<file path="src/rtl/load_word_extract_unit.sv">
// -----------------------------------------------------------------------------
// load_word_extract_unit
//
// Load-side memory access unit for the MEM stage. Accepts one load request,
// reads the aligned 32-bit word from data memory over a variable-latency
// handshake, extracts the byte/half-word selected by the low address bits
// (little endian), and sign- or zero-extends it. The result is held until the
// pipeline accepts it. Misaligned loads are answered without touching memory;
// a memory that never answers is reported as a timeout.
//
// Ports
//   clk            in   1       clock, rising edge
//   rst_n          in   1       asynchronous active-low reset
//   req_valid      in   1       load request valid
//   req_ready      out  1       unit can accept a request (IDLE only)
//   req_addr       in   ADDR_W  byte address
//   req_type       in   3       0=LB 1=LH 2=LW 4=LBU 5=LHU; 3,6,7 act as LW
//   mem_rd_en      out  1       one-cycle read strobe to data memory
//   mem_addr       out  ADDR_W  word-aligned address, held until response
//   mem_rd_valid   in   1       memory read data valid (used only in WAIT)
//   mem_rd_data    in   32      word read from memory
//   resp_valid     out  1       result valid
//   resp_ready     in   1       consumer accepts result
//   resp_data      out  32      extended load result; 0 on misalign/timeout
//   resp_misalign  out  1       misaligned half-word or word access
//   resp_timeout   out  1       memory did not answer within TIMEOUT_CYC
//   busy           out  1       unit is not IDLE
// -----------------------------------------------------------------------------
module load_word_extract_unit #(
    parameter int ADDR_W      = 32,
    parameter int TIMEOUT_CYC = 255
) (
    input  logic              clk,
    input  logic              rst_n,
    input  logic              req_valid,
    output logic              req_ready,
    input  logic [ADDR_W-1:0] req_addr,
    input  logic [2:0]        req_type,
    output logic              mem_rd_en,
    output logic [ADDR_W-1:0] mem_addr,
    input  logic              mem_rd_valid,
    input  logic [31:0]       mem_rd_data,
    output logic              resp_valid,
    input  logic              resp_ready,
    output logic [31:0]       resp_data,
    output logic              resp_misalign,
    output logic              resp_timeout,
    output logic              busy
);

    typedef enum logic [1:0] {
        ST_IDLE  = 2'd0,
        ST_ISSUE = 2'd1,
        ST_WAIT  = 2'd2,
        ST_RESP  = 2'd3
    } state_t;

    // The WAIT counter starts at 0 in the first WAIT cycle, so the last
    // permitted WAIT cycle is the one where it equals TIMEOUT_CYC-1.
    localparam logic [7:0] TIMEOUT_LAST = 8'(TIMEOUT_CYC - 1);

    state_t            state_r;
    logic [1:0]        ofs_r;
    logic [2:0]        type_r;
    logic [7:0]        cnt_r;
    logic              req_ready_r;
    logic              mem_rd_en_r;
    logic [ADDR_W-1:0] mem_addr_r;
    logic              resp_valid_r;
    logic [31:0]       resp_data_r;
    logic              resp_misalign_r;
    logic              resp_timeout_r;
    logic              busy_r;

    logic              accept_s;
    logic              misalign_s;

    // Half-word loads need an even address, word loads a multiple of four.
    function automatic logic is_misaligned(input logic [2:0] t, input logic [1:0] a);
        logic m;
        case (t)
            3'd0, 3'd4: m = 1'b0;
            3'd1, 3'd5: m = a[0];
            default:    m = (a != 2'b00);
        endcase
        return m;
    endfunction

    // Little-endian lane select followed by sign/zero extension.
    function automatic logic [31:0] extract(input logic [2:0]  t,
                                            input logic [1:0]  a,
                                            input logic [31:0] w);
        logic [7:0]  b;
        logic [15:0] h;
        logic [31:0] r;
        case (a)
            2'd0:    b = w[7:0];
            2'd1:    b = w[15:8];
            2'd2:    b = w[23:16];
            2'd3:    b = w[31:24];
            default: b = w[7:0];
        endcase
        h = a[1] ? w[31:16] : w[15:0];
        case (t)
            3'd0:    r = {{24{b[7]}}, b};
            3'd4:    r = {24'h00_0000, b};
            3'd1:    r = {{16{h[15]}}, h};
            3'd5:    r = {16'h0000, h};
            default: r = w;
        endcase
        return r;
    endfunction

    // Request acceptance and alignment check of the incoming request.
    always_comb begin
        accept_s   = 1'b0;
        misalign_s = 1'b0;
        if (req_valid && req_ready_r) begin
            accept_s   = 1'b1;
            misalign_s = is_misaligned(req_type, req_addr[1:0]);
        end else begin
            accept_s   = 1'b0;
            misalign_s = 1'b0;
        end
    end

    // Transaction FSM; every output is a register updated here.
    always_ff @(posedge clk or negedge rst_n) begin
        if (!rst_n) begin
            state_r         <= ST_IDLE;
            ofs_r           <= 2'b00;
            type_r          <= 3'd0;
            cnt_r           <= 8'd0;
            req_ready_r     <= 1'b1;
            mem_rd_en_r     <= 1'b0;
            mem_addr_r      <= {ADDR_W{1'b0}};
            resp_valid_r    <= 1'b0;
            resp_data_r     <= 32'h0000_0000;
            resp_misalign_r <= 1'b0;
            resp_timeout_r  <= 1'b0;
            busy_r          <= 1'b0;
        end else begin
            case (state_r)
                ST_IDLE: begin
                    if (accept_s) begin
                        ofs_r       <= req_addr[1:0];
                        type_r      <= req_type;
                        mem_addr_r  <= {req_addr[ADDR_W-1:2], 2'b00};
                        req_ready_r <= 1'b0;
                        busy_r      <= 1'b1;
                        if (misalign_s) begin
                            // No memory access: answer straight away.
                            state_r         <= ST_RESP;
                            resp_valid_r    <= 1'b1;
                            resp_data_r     <= 32'h0000_0000;
                            resp_misalign_r <= 1'b1;
                            resp_timeout_r  <= 1'b0;
                        end else begin
                            state_r     <= ST_ISSUE;
                            mem_rd_en_r <= 1'b1;
                        end
                    end
                end
                ST_ISSUE: begin
                    mem_rd_en_r <= 1'b0;
                    cnt_r       <= 8'd0;
                    state_r     <= ST_WAIT;
                end
                ST_WAIT: begin
                    // Data arriving in the final WAIT cycle beats the timeout.
                    if (mem_rd_valid) begin
                        state_r         <= ST_RESP;
                        resp_valid_r    <= 1'b1;
                        resp_data_r     <= extract(type_r, ofs_r, mem_rd_data);
                        resp_misalign_r <= 1'b0;
                        resp_timeout_r  <= 1'b0;
                    end else if (cnt_r == TIMEOUT_LAST) begin
                        state_r         <= ST_RESP;
                        resp_valid_r    <= 1'b1;
                        resp_data_r     <= 32'h0000_0000;
                        resp_misalign_r <= 1'b0;
                        resp_timeout_r  <= 1'b1;
                    end else begin
                        cnt_r <= cnt_r + 8'd1;
                    end
                end
                ST_RESP: begin
                    if (resp_ready) begin
                        state_r         <= ST_IDLE;
                        resp_valid_r    <= 1'b0;
                        resp_data_r     <= 32'h0000_0000;
                        resp_misalign_r <= 1'b0;
                        resp_timeout_r  <= 1'b0;
                        busy_r          <= 1'b0;
                        req_ready_r     <= 1'b1;
                    end
                end
                default: begin
                    state_r         <= ST_IDLE;
                    mem_rd_en_r     <= 1'b0;
                    resp_valid_r    <= 1'b0;
                    resp_data_r     <= 32'h0000_0000;
                    resp_misalign_r <= 1'b0;
                    resp_timeout_r  <= 1'b0;
                    busy_r          <= 1'b0;
                    req_ready_r     <= 1'b1;
                end
            endcase
        end
    end

    assign req_ready     = req_ready_r;
    assign mem_rd_en     = mem_rd_en_r;
    assign mem_addr      = mem_addr_r;
    assign resp_valid    = resp_valid_r;
    assign resp_data     = resp_data_r;
    assign resp_misalign = resp_misalign_r;
    assign resp_timeout  = resp_timeout_r;
    assign busy          = busy_r;

endmodule

</file>
<file path="config.mk">
export PLATFORM = sky130hd
export DESIGN_NAME = load_word_extract_unit
export DESIGN_NICKNAME = d
export VERILOG_FILES = /design/src/rtl/load_word_extract_unit.sv
export SDC_FILE = /design/constraint.sdc
export NUM_CORES = 1
export LEC_CHECK = 0
export BUFFER_PORTS_ARGS = -buffer_cell sky130_fd_sc_hd__buf_2
export CAP_MARGIN = 20
export CORE_MARGIN = 2
export CORE_UTILIZATION = 30
export CTS_BUF_LIST = sky130_fd_sc_hd__clkbuf_8 sky130_fd_sc_hd__clkbuf_16
export DETAILED_ROUTE_END_ITERATION = 7
export PLACE_DENSITY_LB_ADDON = 0.1
export SETUP_SLACK_MARGIN = 0.1
export SLEW_MARGIN = 20
export SYNTH_ARGS = -nofsm -noshare
export SYNTH_HDL_FRONTEND = slang
export SYNTH_SLANG_ARGS = --single-unit
</file>
<file path="constraint.sdc">
create_clock -name clk -period 2.2 [get_ports clk]
set_clock_uncertainty 0.2 [all_clocks]
set_input_delay 0.22 -clock clk [delete_from_list [all_inputs] [get_ports clk]]
set_output_delay 0.22 -clock clk [all_outputs]
set_load 0.02 [all_outputs]
</file>
# --- After elaboration in Yosys (flattened, before gate mapping) ---
# Index checks and enable logic that the tools add are counted.
word_totals:
  register_bits: 83
  latch_bits: 0
  ramBits: 0
  mem_bits_ro: 0
  inputBits: 72
  output_inout_bits: 70
  elab_cells: 93
  mem_count: 0
classes:
  n_addsub: 1
  n_mul: 0
  div_mod_pow: 0
  order_cmp: 0
  eq_ne: 20
  shifts: 0
  n_mux: 42
  bitwise_logic: 0
  n_reduce_logical: 18
op_table:
  columns: ["operator", "n"]
  rows:
  - ["$mux 32", 5]
  - ["$pmux 32 s4", 1]
  - ["$pmux 32 s3", 1]
  - ["$pmux 8 s4", 1]
  - ["$mux 1", 17]
  - ["$mux 16", 1]
  - ["$mux 8", 2]
  - ["$pmux 8 s2", 1]
  - ["$eq 3x3->1 const B", 4]
  - ["$ne 2x2->1 const B", 6]
  - ["$reduce_and 3->1", 4]
  - ["$mux 2", 5]
  - ["$pmux 1 s3", 3]
  - ["$add 8x1->8 const B", 1]
  - ["$eq 2x2->1 const B", 4]
  - ["$eq 8x8->1 const B", 1]
  - ["$pmux 1 s2", 4]
  - ["$pmux 2 s4", 1]
  - ["$reduce_bool 2->1", 4]
  - ["$eq 3x1->1 const B", 2]
  - ["$logic_not 3->1", 2]
  - ["$reduce_and 5->1", 1]
  - ["$eq 2x1->1 const B", 2]
  - ["$logic_not 2->1", 2]
  - ["other kinds (5)", 6]

# --- Logic depth before layout (Yosys ltp) ---
depth:
  depth_word: 7
  mapped_depth: 8
  depth_no_buf: 6

# --- Least setup slack after synthesis ---
# OpenSTA, ideal clock, no wires.
synth_path:
  path_type: "reg-to-reg"
  start: "reg state_r[0]"
  end: "reg resp_data_r[12], in the netlist resp_data[12]"
  setup_time_ns: 0.125
  t_arrival_ns: 2.101
  path_slack_ns: -0.225
  path_stages_with_launch: 9
  path_cell_list: "dfrtp_1 > inv_1 > ha_1 > nand3_2 > o32ai_2 > and3_1 > buf_4 > buf_6 > mux2_2"
synth_between:
  elab_chain_cells: 3
synth_lines:
  columns: ["item", "line", "source"]
  rows:
  - ["start, declared", "62", "state_t state_r;"]
  - ["start signal, assigned", "130", "state_r <= ST_IDLE;"]
  - ["start signal, assigned", "153", "state_r <= ST_RESP;"]
  - ["start signal, assigned", "159", "state_r <= ST_ISSUE;"]
  - ["$eq 2x2->1 or $logic_not 2->1 (tied branches)", "143", "case (state_r)"]
  - ["$ne 3x3->1 (no source line), or another cell as far along", null, null]
  - ["$reduce_and 5->1 (no source line)", null, null]
  - ["end signal, assigned", "174", "resp_data_r <= extract(type_r, ofs_r, mem_rd_data);"]
  - ["end, declared", "70", "logic [31:0] resp_data_r;"]
# Parallel ways exist; a longest one is shown, timed or not.
# A chain may end at the register's enable or synchronous reset.

# --- Worst setup path after layout ---
layout_path:
  start: "reg state_r[0]"
  end: "reg resp_data_r[31], in the netlist resp_data[31]"
# The elaborated chain is that of the path after synthesis.

==> metrics.yaml <==
status:
  status: "finished clean"
cells_and_area:
  seqCellArea_sq_mm: 0.002079
  antennaDiodeCount: 0
  syn_to_final_growth_pct: 48.23
  multiInputGateArea_sq_mm: 0.002016
  fillers: 1257
  fin_util_pct: 45.81
  final_nets: 636
  final_cells: 738
  final_layout_size_suffix_gt1_share_pct: 47.33
worst_setup_path:
  required_ns: 2.23
  r2r_start: "state_r[0]$_DFFE_PN0P_"
  crit_path_start: "state_r[0]$_DFFE_PN0P_"
  crit_family: "simple AND/OR/NAND/NOR gates"
  crit_path_end_kind: "flip-flop"
  slowest_stage: "dfrtp_1"
  critPathLaunchType: "flip-flop"
  path_cells: "inv_2, buf_4, ha_4, nor2b_2, o21ai_2, and3_4, clkbuf_16, mux2_4"
  r2r-end: "resp_data[31]$_DFFE_PN0P_"
  crit_fanout: 6
  worstPathArrival_ns: 2.19
  slowest_delay_ns: 0.42
  rrSetupSlack_ns: 0.05
  critPathBufInv: 3
  reg2regPathDepth: 8
  worstSetupPathType: "reg2reg"
power_and_ir_drop:
  power_density_mw_per_mm2: 1548
  power_leakage_nw: 2.934
  peakVddDrop_uv: 623.0
floorplanning:
  fp.dieH_microns: 121.3
  chipWidth_microns: 121.3
  start_util_pct: 30.91
  num_rows: 42
  pin_count: 142
  core_area_sq_mm: 0.01335
  die_area_sq_mm: 0.01471
min_path:
  min_from: "resp_ready"
  min_to: "req_ready$_DFFE_PN1P_"
  worstHoldPathType: "in2reg"
  min_path_cells: 3
synth:
  netlist.area_leader.share_pct: 49.74
  ys_warn_count: 0
  ys_seq_area_share_pct: 50.38
  syn-cell-area_sq_mm: 0.004125
  synthArstFlopShare_pct: 100.0
  ys_ff_latch: 83
  synth_cells: 360
  synth_top_area_cell: "dfrtp_1"
  ys_types: 44
  synth_area_leaders: "dfrtp_1 50%, mux2_2 13%, a31oi_1 3.6%"
  syn_avg_cell_area_sq_um: 11.46
  synthFlopType: "dfrtp_1"
  synth-edff-count: 0
cts:
  cts_tree: "built"
  clock_latency_ns: 0.34
  cts_made_buffers: 9
  clockBufferDepth: 2
  clk_pin_slew_worst_paths_ns: 0.06
  cts_sinks: 83
  h-tree-depth: 3
  cts-root-buf: "clkbuf_16"
routing:
  finalWirelength_mm: 12.23
  wl_per_cell_microns: 16.58
  drtAntennaViolNets: 0
  vias_per_cell: 4.928
  drtPass1Iterations: 4
  vias: 3637
  drc: 0
  drt_iter0_drc: 215
sta:
  min_period_ns: 2.155
  rsz0062_at_grt: "yes"
  slew_headroom_pct: 57.89
  worst_slew_pin_slew_ns: 0.6275
  setup_viol: 0
  max_freq_mhz: 464.1
  slew_viol_final: 0
  holdWs_ns: 0.01968
  finalHoldViolCount: 0
  period_share_pct: 97.94
placed_design:
  place.gp.congestion: 0.7701
  port_buffers: 139
  dp.final_hpwl_mm: 8.530
  dp_cells: 672
grt:
  grt_max_degree: 39
  overflow: 0
  grt_pass1_vias: 3754
  grt_pass1_wl_mm: 19.38
  gr-usage-all-layers_pct: 17.06
  grt_antenna_before_repair: 0
run:
  cap_violations: 0
## repair_timing
item	CTS	global route
cloned	1	1
resized for setup	8	19
hold endpoints to repair	73	0
endpoints found under the setup margin	27	27
hold buffers	43	0
pin swaps	2	3
setup buffers	3	2
## layout make-up
cell class / instances / area share [%]
Clock buffer: 9 / 3.683
Inverter: 16 / 0.9822
Clock inverter: 7 / 1.514
Tap cell: 176 / 3.601
Multi-Input combinational cell: 236 / 32.96
Sequential cell: 83 / 34.01
Timing Repair Buffer: 211 / 23.25
## cell usage after synthesis (all sizes together), types with 3 or more instances
cell and number:
mux2 57, clkbuf 16, a31o 8, a21oi 17
nand4 3, o21ai 9, o211ai 8, inv 16
nor2 7, buf 10, mux2i 13, ha 7
a211oi 8, nand3 13, nand2 15, a2bb2oi 8
nor2b 4, a31oi 24, a21o 8, dfrtp 82
o22ai 8
## registers in the layout, summed over array words and instances (netlist names), 2 cells and up
name and flops:
cnt_r 8, mem_addr 30, ofs_r 2, resp_data 32, state_r 2, type_r 3
## worst register-to-register path, cell delays in order, from the launching register on
cell,delay [ns]
dfrtp_1,0.42
inv_2,0.08
buf_4,0.14
ha_4,0.18
nor2b_2,0.16
o21ai_2,0.07
and3_4,0.30
clkbuf_16,0.19
mux2_4,0.30
## logic make-up (layout without fill, tap and decap cells)
kind of cell               count (synthesis)  after routing  synth area share [%]
buffers and inverters                     42            243                 4.519
AOI/OAI and AO/OA                        107            107                 18.17
DFF                                       83             83                 50.38
and+or+nand+nor                           49             49                 5.793
xor gates and xnor gates                   1              1                0.2124
adders and majority gates                  7              7                 2.123
other                                      1              2               0.09090
muxes                                     70             70                 18.71
## layer usage
metal  share of wire, %  vias to the layer above  track usage, %
met4                2.2                        0           7.471
met3                6.6                       17           4.558
met5                  0                        -               0
met1                 46                     1751           22.55
met2                 45                      138           26.26
li1                   -                     1731               -
## worst max path at each step
stage                                            to  cells past startpoint
after floorplan           resp_data[12]$_DFFE_PN0P_                      8
after global placement    resp_data[10]$_DFFE_PN0P_                      7
after detailed placement  resp_data[10]$_DFFE_PN0P_                      7
after CTS                 resp_data[12]$_DFFE_PN0P_                      7
after global routing      resp_data[31]$_DFFE_PN0P_                      7
final                     resp_data[31]$_DFFE_PN0P_                      8
## layout by cell type, fill, tap and decap left out, types with 10 or more instances in the layout
cell type      instances
nand3_1               12
a31oi_1               24
dfrtp_1               81
a21oi_1               16
clkbuf_16             10
mux2_2                39
buf_4                 25
buf_2                138
mux2i_1               13
dlygate4sd3_1         43
inv_1                 14
mux2_4                18
nand2_1               15
## power by group
part           switching [mW]  leakage, nW  internal (mW)
sequential              0.441         1.05           2.24
clock                   0.627        0.159          0.992
combinational            2.83         1.73           2.33
## through the flow
stage          TNS [ns]  area, sq um  setup WS (ns)  power, mW
6_report              0         6115        0.04539      9.464
3_5_place_dp   -0.09565         5174       -0.01573      7.344
4_1_cts               0         5998        0.07823      9.275
2_1_floorplan         0         4183        0.02390      5.814
5_1_grt         -0.2543         6115       -0.04149      10.11
3_3_place_gp          0         5174        0.06869      7.270
Note: power is estimated with default switching activity, not from simulation.
